`config.mk`:
```
export PLATFORM = sky130hd
export DESIGN_NAME = st_addr_match_queue_flat
export DESIGN_NICKNAME = d
export VERILOG_FILES = /design/src/rtl/st_addr_match_queue_if.sv /design/src/rtl/st_addr_match_queue.sv /design/src/flat_wrapper.sv
export SDC_FILE = /design/constraint.sdc
export NUM_CORES = 1
export LEC_CHECK = 0
export BUFFER_PORTS_ARGS = -buffer_cell sky130_fd_sc_hd__buf_2
export CAP_MARGIN = 40
export CELL_PAD_IN_SITES_DETAIL_PLACEMENT = 0
export CELL_PAD_IN_SITES_GLOBAL_PLACEMENT = 2
export CORE_MARGIN = 2
export CORE_UTILIZATION = 45
export DETAILED_ROUTE_END_ITERATION = 12
export PLACE_DENSITY = 0.86
export SYNTH_ARGS = -nofsm -noshare
export SYNTH_HDL_FRONTEND = slang
export SYNTH_SLANG_ARGS = --single-unit
```
`constraint.sdc`:
```
create_clock -name clk -period 6.45 [get_ports clk]
set_clock_uncertainty 0.15 [all_clocks]
set_input_delay 0.9675 -clock clk [delete_from_list [all_inputs] [get_ports clk]]
set_output_delay 0.9675 -clock clk [all_outputs]
set_load 0.01 [all_outputs]
```
`src/rtl/st_addr_match_queue_if.sv`:
```
// Push/pop/lookup bundle for st_addr_match_queue; the master drives requests, the slave is the queue.
interface st_addr_match_queue_if #(
  parameter int DEPTH = 8,
  parameter int AW    = 32
);
  localparam int PW = $clog2(DEPTH);

  logic          flush;
  logic          push_valid;
  logic          push_ready;
  logic [AW-1:0] push_addr;
  logic          pop_valid;
  logic          pop_ready;
  logic [AW-1:0] pop_addr;
  logic [AW-1:0] lookup_addr;
  logic          lookup_hit;
  logic [PW-1:0] lookup_idx;
  logic [PW:0]   count;

  modport master (
    output flush, push_valid, push_addr, pop_ready, lookup_addr,
    input  push_ready, pop_valid, pop_addr, lookup_hit, lookup_idx, count
  );

  modport slave (
    input  flush, push_valid, push_addr, pop_ready, lookup_addr,
    output push_ready, pop_valid, pop_addr, lookup_hit, lookup_idx, count
  );
endinterface

```
`src/rtl/st_addr_match_queue.sv`:
```
// In-order store-address queue with a parallel youngest-match lookup over all valid entries.
// Optional ST_ADDR_MATCH_QUEUE_BYPASS_EN: a firing push is also matchable in its own cycle.

// One slot: valid bit (async reset), unreset address register, and its own equality comparator.
module st_addr_match_queue_entry #(
  parameter int AW = 32
) (
  input  logic          clk,
  input  logic          rst_aL,
  input  logic          set_i,
  input  logic          clr_i,
  input  logic [AW-1:0] wr_addr_i,
  input  logic [AW-1:0] lookup_addr_i,
  output logic [AW-1:0] addr_o,
  output logic          match_o
);
  logic          vld_q;
  logic [AW-1:0] addr_q;

  // clr wins: it covers flush, which must override a push into this slot
  always_ff @(posedge clk or negedge rst_aL) begin
    if (!rst_aL)    vld_q <= 1'b0;
    else if (clr_i) vld_q <= 1'b0;
    else if (set_i) vld_q <= 1'b1;
  end

  always_ff @(posedge clk) begin
    if (set_i) addr_q <= wr_addr_i;
  end

  assign addr_o  = addr_q;
  assign match_o = vld_q && (addr_q == lookup_addr_i);
endmodule

module st_addr_match_queue #(
  parameter int DEPTH = 8,
  parameter int AW    = 32
) (
  input  logic                    clk,
  input  logic                    rst_aL,
  st_addr_match_queue_if.slave    q
);
  localparam int PW = $clog2(DEPTH);

  logic [PW:0]                head_q, head_d, tail_q, tail_d;
  logic [PW-1:0]              head_idx, tail_idx;
  logic                       empty, full, push_fire, pop_fire;
  logic [DEPTH-1:0]           ent_match;
  logic [DEPTH-1:0][AW-1:0]   ent_addr;
  logic                       hit;
  logic [PW-1:0]              hit_idx, scan_idx;

  assign head_idx  = head_q[PW-1:0];
  assign tail_idx  = tail_q[PW-1:0];
  assign empty     = (head_q == tail_q);
  assign full      = (head_idx == tail_idx) && (head_q[PW] != tail_q[PW]);
  assign push_fire = q.push_valid && !full;
  assign pop_fire  = q.pop_ready && !empty;

  assign q.push_ready = !full;
  assign q.pop_valid  = !empty;
  assign q.pop_addr   = empty ? '0 : ent_addr[head_idx];
  assign q.count      = tail_q - head_q;

  for (genvar i = 0; i < DEPTH; i++) begin : g_ent
    st_addr_match_queue_entry #(.AW(AW)) u_ent (
      .clk          (clk),
      .rst_aL       (rst_aL),
      .set_i        (push_fire && (tail_idx == PW'(i))),
      .clr_i        (q.flush || (pop_fire && (head_idx == PW'(i)))),
      .wr_addr_i    (q.push_addr),
      .lookup_addr_i(q.lookup_addr),
      .addr_o       (ent_addr[i]),
      .match_o      (ent_match[i])
    );
  end

  // Walk oldest to youngest from head; the last match seen is the youngest.
  // Valid entries always sit in [head, tail), so offset order is age order.
  always_comb begin
    hit      = 1'b0;
    hit_idx  = '0;
    scan_idx = '0;
    for (int k = 0; k < DEPTH; k++) begin
      scan_idx = head_idx + PW'(k);
      if (ent_match[scan_idx]) begin
        hit     = 1'b1;
        hit_idx = scan_idx;
      end
    end
`ifdef ST_ADDR_MATCH_QUEUE_BYPASS_EN
    if (push_fire && (q.push_addr == q.lookup_addr)) begin
      hit     = 1'b1;
      hit_idx = tail_idx;
    end
`endif
  end

  assign q.lookup_hit = hit;
  assign q.lookup_idx = hit_idx;

  always_comb begin
    head_d = head_q;
    tail_d = tail_q;
    if (q.flush) begin
      head_d = '0;
      tail_d = '0;
    end else begin
      if (push_fire) tail_d = tail_q + 1'b1;
      if (pop_fire)  head_d = head_q + 1'b1;
    end
  end

  always_ff @(posedge clk or negedge rst_aL) begin
    if (!rst_aL) begin
      head_q <= '0;
      tail_q <= '0;
    end else begin
      head_q <= head_d;
      tail_q <= tail_d;
    end
  end
endmodule

```
`src/flat_wrapper.sv`:
```
// flat-port wrapper written by rule: the top's interface ports become plain ports
module st_addr_match_queue_flat 
#(
  parameter int DEPTH = 8,
  parameter int AW    = 32
)
  (clk, rst_aL, q_flush, q_push_valid, q_push_addr, q_pop_ready, q_lookup_addr, q_push_ready, q_pop_valid, q_pop_addr, q_lookup_hit, q_lookup_idx, q_count);
  st_addr_match_queue_if #(.DEPTH(DEPTH), .AW(AW)) q_i ();
  input  logic clk;
  input  logic rst_aL;
  input wire logic [$bits(q_i.flush)-1:0] q_flush;
  input wire logic [$bits(q_i.push_valid)-1:0] q_push_valid;
  input wire logic [$bits(q_i.push_addr)-1:0] q_push_addr;
  input wire logic [$bits(q_i.pop_ready)-1:0] q_pop_ready;
  input wire logic [$bits(q_i.lookup_addr)-1:0] q_lookup_addr;
  output wire logic [$bits(q_i.push_ready)-1:0] q_push_ready;
  output wire logic [$bits(q_i.pop_valid)-1:0] q_pop_valid;
  output wire logic [$bits(q_i.pop_addr)-1:0] q_pop_addr;
  output wire logic [$bits(q_i.lookup_hit)-1:0] q_lookup_hit;
  output wire logic [$bits(q_i.lookup_idx)-1:0] q_lookup_idx;
  output wire logic [$bits(q_i.count)-1:0] q_count;
  assign q_i.flush = q_flush;
  assign q_i.push_valid = q_push_valid;
  assign q_i.push_addr = q_push_addr;
  assign q_i.pop_ready = q_pop_ready;
  assign q_i.lookup_addr = q_lookup_addr;
  assign q_push_ready = q_i.push_ready;
  assign q_pop_valid = q_i.pop_valid;
  assign q_pop_addr = q_i.pop_addr;
  assign q_lookup_hit = q_i.lookup_hit;
  assign q_lookup_idx = q_i.lookup_idx;
  assign q_count = q_i.count;
  st_addr_match_queue #(.DEPTH(DEPTH), .AW(AW)) u_core (.clk(clk), .rst_aL(rst_aL), .q(q_i));
endmodule
```
; Word level (Yosys, flattened, before mapping)
; Index checks and enable logic that the tools add are counted.
[classes]
add_sub_neg = 10
order_cmp = 8
n_eq_ne = 25
mux = 55
reduce_logical = 49
[ops]
columns = operator, count
row1 = $eq A32 B32 Y1, 8
row2 = $bmux W32 S3, 1
row3 = $mux W32, 2
row4 = $lt A3 B4 Y1 const B, 8
row5 = $mux W1, 32
row6 = $logic_and A1 B1 Y1, 27
row7 = $bmux W1 S3, 8
row8 = $eq A3 B3 Y1 const B, 8
row9 = $mux W3, 8
row10 = $reduce_bool A2 Y1, 10
row11 = $mux W4, 4
row12 = $add A3 B3 Y3 const B, 4
row13 = $eq A3 B2 Y1 const B, 4
row14 = $add A4 B1 Y4 const B, 2
row15 = $logic_or A1 B1 Y1, 8
row16 = $add A3 B2 Y3 const B, 2
row17 = $eq A3 B1 Y1 const B, 2
row18 = $logic_not A3 Y1, 2
row19 = $eq A4 B4 Y1, 1
row20 = $sub A4 B4 Y4, 1
row21 = $add A3 B1 Y3 const B, 1
row22 = $eq A3 B3 Y1, 1
row23 = $logic_not A1 Y1, 2
row24 = $ne A1 B1 Y1, 1
[totals]
register_bits = 272
in_bits = 69
output_inout_bits = 42
elab_cells = 165

; Depth between registers and ports, before layout
[logic_depth]
depth_word = 12
ltp_mapped = 13
mapped_depth_nobuf = 10

; Modules after synthesis
; From an unflattened synthesis, not the netlist that was laid out.
[unflattened]
cells_unflattened = 1011
hier_area_um2 = 14407.6
[by_module_without_submodules]
columns = mod, n_inst, cells_each, area_each_um2, seq_area_each_um2
row1 = st_addr_match_queue_entry, 8, 83, 1362.6, 985.9
row2 = st_addr_match_queue, 1, 347, 3507.1, 200.2

; Worst setup path after synthesis
; No wires, ideal clock.
[synth_path]
path_kind = register to output
startpoint = reg u_core.head_q[0]
endpoint = out q_lookup_idx[0]
t_arrival_ps = 3500
required_ps = 5332
setup_slack_ps = 1832
path_stages_with_launch = 14
path_buffers = 3
cell_sequence = dfrtp_1 clkbuf_1 inv_2 buf_1 ha_1 clkbuf_1 nor4_1 nand3_1 o41ai_1 mux4_2 nor2b_2 o21a_1 o211a_1 or4b_1
[synth_between]
elab_chain_len = 10
word_cells_on_any_way = 31
cone_classes = 7 x add/sub / 24 x mux
[synth_lines]
columns = element, line_no
row1 = start: declaration, st_addr_match_queue.sv:45  ; logic [PW:0] head_q, head_d, tail_q, tail_d;
row2 = start signal: assignment, st_addr_match_queue.sv:116  ; head_q <= '0;
row3 = start signal: assignment, st_addr_match_queue.sv:119  ; head_q <= head_d;
row4 = $add A3 B1 Y3 / $bmux W1 S3 (equally long branches), "st_addr_match_queue.sv:85, st_addr_match_queue.sv:86"
row5 = $bmux W1 S3 / $mux W1 (equally long branches), st_addr_match_queue.sv:86  ; if (ent_match[scan_idx]) begin
row6 = $mux W1 (not written as such) / $mux W3 (equally long branches), st_addr_match_queue.sv:86
row7 = $mux W3 (6 in a row), st_addr_match_queue.sv:86
row8 = $mux W3 *, st_addr_match_queue.sv:86
row9 = end: declaration, flat_wrapper.sv:20  ; output wire logic [$bits(q_i.lookup_idx)-1:0] q_lookup_idx;
; Mark *: on every way between the ends. The rest lies on a longest branch, timed or not. The select of a mux whose other input is x is not followed.

; Worst setup path after layout
[layout_path]
startpoint = in q_lookup_addr[1]
endpoint = out q_lookup_idx[0]
[layout_between]
elab_chain_len = 12
word_cells_on_any_way = 40
cone_classes = 8 x eq/ne / 24 x mux / 8 x reduce/logical
[layout_lines]
columns = element, line_no
row1 = start: declaration, flat_wrapper.sv:15  ; input wire logic [$bits(q_i.lookup_addr)-1:0] q_lookup_addr;
row2 = $eq A32 B32 Y1, st_addr_match_queue.sv:32  ; assign match_o = vld_q && (addr_q == lookup_addr_i);
row3 = $logic_and A1 B1 Y1, st_addr_match_queue.sv:32
row4 = $bmux W1 S3, st_addr_match_queue.sv:86
row5 = $mux W1 (not written as such), st_addr_match_queue.sv:86
row6 = $mux W3 (7 in a row), st_addr_match_queue.sv:86
row7 = $mux W3 *, st_addr_match_queue.sv:86
; Marked as above.

==> summary.md <==
| Metric | Value |
|---|---|
| Seq/Total Area, Yosys | 0.5502 |
| Reg2reg path depth | 8 |
| TNS Setup | 0 ps |
| Most frequent CP cell | buf_2 |
| CP max-delay cell | o41ai_1 |
| DRC errors left | 0 |
| Fillers | 2757 |
| # hold bufs at CTS | 0 |
| R2R Path Start | u_core.head_q[1] |
| RSZ-0062 raised after global routing | no |
| Mapped Cells | 1064 |
| PwrDens | 321.4 nW/um^2 |
| Core footprint | 32370 um^2 |
| Worst setup endpoint | q_lookup_idx[0] |
| Unique masters post-synth | 55 |
| Flops & latches, synth | 272 |
| Top cells by area, synth | edfxtp_1, xnor2_1, mux4_2 |
| Status | finished, final reports clean |
| Vias | 9742 |
| I/O pins | 111 |
| Warnings from Yosys | 0 |
| CTS HTree Levels | 1 |
| Flop-to-flop setup slack | 2450 ps |
| Max Fclk | 173.3 MHz |
| Routed len/inst | 29.43 um |
| Clock-pin slew on the worst setup and hold paths | 60 ps |
| Placement Cell Area | 15680 um^2 |
| CP top delay family | simple AND/OR/NAND/NOR gates |
| Crit path time final | 5770 ps |
| Share of flip-flops with an asynchronous set or reset | 0.05882 |
| Post-Layout Inst Area | 16640 um^2 |
| Drt first pass iters | 5 |
| Area grow syn2layout | 13.19% |
| Leakage power total | 5.545 nW |
| Vias per cell | 5.995 |
| Hold Crit Class | in2async |
| Iter 0 DRT Violations | 1228 |
| Initial antenna violation count | 0 |
| Max-cap violation count | 0 |
| Synthesized Nets | 1152 |
| Clock Latency Late Sink | 550 ps |
| Final period util | 0.8946 |
| Setup crit end kind | output port |
| CTS Buf Count | 29 |
| Layout cells sized above 1 | 0.2267 |
| Synth Flop Type | edfxtp_1 |
| Global-route wire length before repair | 67.13 mm |
| Die area | 34130 um^2 |
| Die Ht | 184.7 um |
| Leading area contributor after synthesis | edfxtp_1 |
| Post-synth EDFFs | 256 |
| Grt total ovfl | 0 |
| TritonCTS clock tree | yes |
| Area occupied by multi-input gates | 6170 um^2 |
| Setup crit start | q_lookup_addr[1] |
| Buffers & Inverters on Critical Path | 3 |
| Maximum clock insertion buffer count | 3 |
| Slowest cell delay on critical path | 650 ps |
| Setup bufs post-CTS | 0 |
| Critical path depth | 13 |
| Post-Syn Area | 14700 um^2 |
| Arrival @ worst endpoint | 4650 ps |
| Critical path class | in2out |
| Sink Count | 272 |
| Net count, final | 1250 |
| Slew of the pin with the lowest slew margin | 835.8 ps |
| RR Endpoint | u_core.g_ent[2].u_ent.addr_o[23] |
| Max FO, Critical Path | 8 |
| Fin. Hold Viols | 0 |
| FF/Latch Area | 8097 um^2 |
| Vias in the first global route | 9526 |
| CP required | 5330 ps |
| Row count | 66 |
| Post-route ant nets | 0 |
| Total GRT Usage | 0.2818 |
| Dpl hpwl | 34.85 mm |
| Setup violators final | 0 |
| Headroom to the max-slew limit | 0.4376 |
| Initial core utilization | 0.4541 |
| RePlAce Congestion | 0.9871 |
| Final Max Slew Viols | 0 |
| Most frequent cells after synthesis | edfxtp_1, xnor2_1, nand2_1, xor2_1, mux4_2 |
| Syn avg cell area | 13.81 um^2 |
| Root buf cell | clkbuf_16 |
| Most common cell in the netlist | edfxtp_1 |
| Share of the synthesized area in the top cell type | 0.5230 |
| Final wirelength | 47.82 mm |
| VDD IR-drop max | 210.3 uV |
| Port Buffers | 110 |
| Cts repair resizes | 0 |
| Total power | 5.347 mW |
| CP Cell Sequence | buf_2 -> xnor2_1 -> nand4_1 -> nor4_1 -> buf_4 -> nand2_1 -> o41ai_1 -> mux4_2 -> nor2b_2 -> o21a_1 -> nor3_1 -> or4b_1 -> buf_2 |
| Die width | 184.7 um |
| Critical path startpoint category | input pin |
| Largest net degree at the start of global routing | 47 |
[worst min path at each step]
| stage | start | end | slack (ps) | cells past startpoint |
|---|---|---|---|---|
| finish | rst_aL | u_core.g_ent[5].u_ent.vld_q | 180 | 1 |
| global route | rst_aL | u_core.tail_q[1] | 210 | 1 |
| CTS | rst_aL | u_core.g_ent[5].u_ent.vld_q | 180 | 1 |
| detailed placement | u_core.g_ent[4].u_ent.vld_q | u_core.g_ent[4].u_ent.vld_q | 420 | 2 |
| global placement | u_core.tail_q[3] | u_core.tail_q[3] | 390 | 2 |
| floorplan | u_core.head_q[3] | u_core.head_q[3] | 370 | 2 |
[worst reg2reg max path, stage by stage, from the launching register on]
cell	delay, ps
dfrtp_4	910
inv_1	140
buf_4	240
ha_1	310
nand3_1	150
nand2b_1	170
and2_1	360
and3_2	800
buf_4	440
[cell usage in the layout (no fill, tap or decap), drive strengths merged, types with 3 or more instances in the layout]
cell | Yosys | routed
edfxtp | 256 | 256
xnor2 | 192 | 192
buf | 42 | 134
nand2 | 94 | 94
xor2 | 72 | 72
mux4 | 69 | 69
nand4 | 44 | 44
a21oi | 39 | 39
clkbuf | 25 | 30
nor2 | 28 | 28
nor4 | 26 | 26
nand3 | 18 | 18
ha | 18 | 18
inv | 14 | 17
dfrtp | 16 | 16
clkinv | 2 | 15
and3 | 15 | 15
mux2i | 13 | 13
o22ai | 11 | 11
a211oi | 7 | 7
nor3 | 6 | 6
or3 | 6 | 6
o21a | 5 | 5
or4 | 5 | 5
bufinv | 0 | 5
nor4bb | 4 | 4
or2 | 4 | 4
nand2b | 3 | 3
o211ai | 3 | 3
and2 | 3 | 3
a311oi | 3 | 3
o32ai | 3 | 3
[kinds of logic (layout without fill, tap and decap cells)]
family | Yosys count | after routing | synth area share
flops | 272 | 272 | 0.5502
xor+xnor | 264 | 264 | 0.1583
simple gates | 260 | 260 | 0.09117
compound gates | 84 | 84 | 0.03780
buf+inv | 83 | 201 | 0.03124
mux | 82 | 82 | 0.1146
fa+ha+maj | 19 | 19 | 0.01668
other cells | 0 | 1 | 0
[per-layer routing]
metal,up-vias,track usage,part of all wire
met5,-,0,0
met4,0,0.1194,0.045
met3,85,0.04406,0.085
met2,504,0.4556,0.47
met1,4981,0.3807,0.40
li1,4172,-,-
[stage by stage]
stage | hold WS (ps) | setup WS (ps) | std cells | util
after floorplan | 373.4 | 1832 | 1064 | -
after detailed placement | 418.2 | 810.2 | 1573 | 0.4842
after global routing | 208.5 | 561.0 | 1624 | 0.5139
after global placement | 390.1 | 812.0 | 1568 | 0.4811
final | 181.7 | 679.9 | 1625 | 0.5140
after CTS | 183.4 | 742.6 | 1624 | 0.5139
[flip-flops by register name, summed over array words and instances (netlist names)]
register,cells
u_core.g_ent.u_ent.addr_o,256
u_core.g_ent.u_ent.vld_q,8
u_core.head_q,4
u_core.tail_q,4
[final cells by class]
cell class,count,area share
Clock buffer,30,0.04384
Antenna cell,1,0.0001504
Tap cell,442,0.03324
Inverter,16,0.003610
Sequential cell,272,0.4866
Multi-Input combinational cell,709,0.3708
Clock inverter,21,0.01391
Timing Repair Buffer,134,0.04783
[where the power goes]
group          switching, mW  internal, mW  leakage (nW)
registers             0.0685          1.99          2.54
logic                  0.936         0.641          2.53
clock network          0.692          1.02         0.472
No activity file was read; power rests on OpenSTA's default activity.
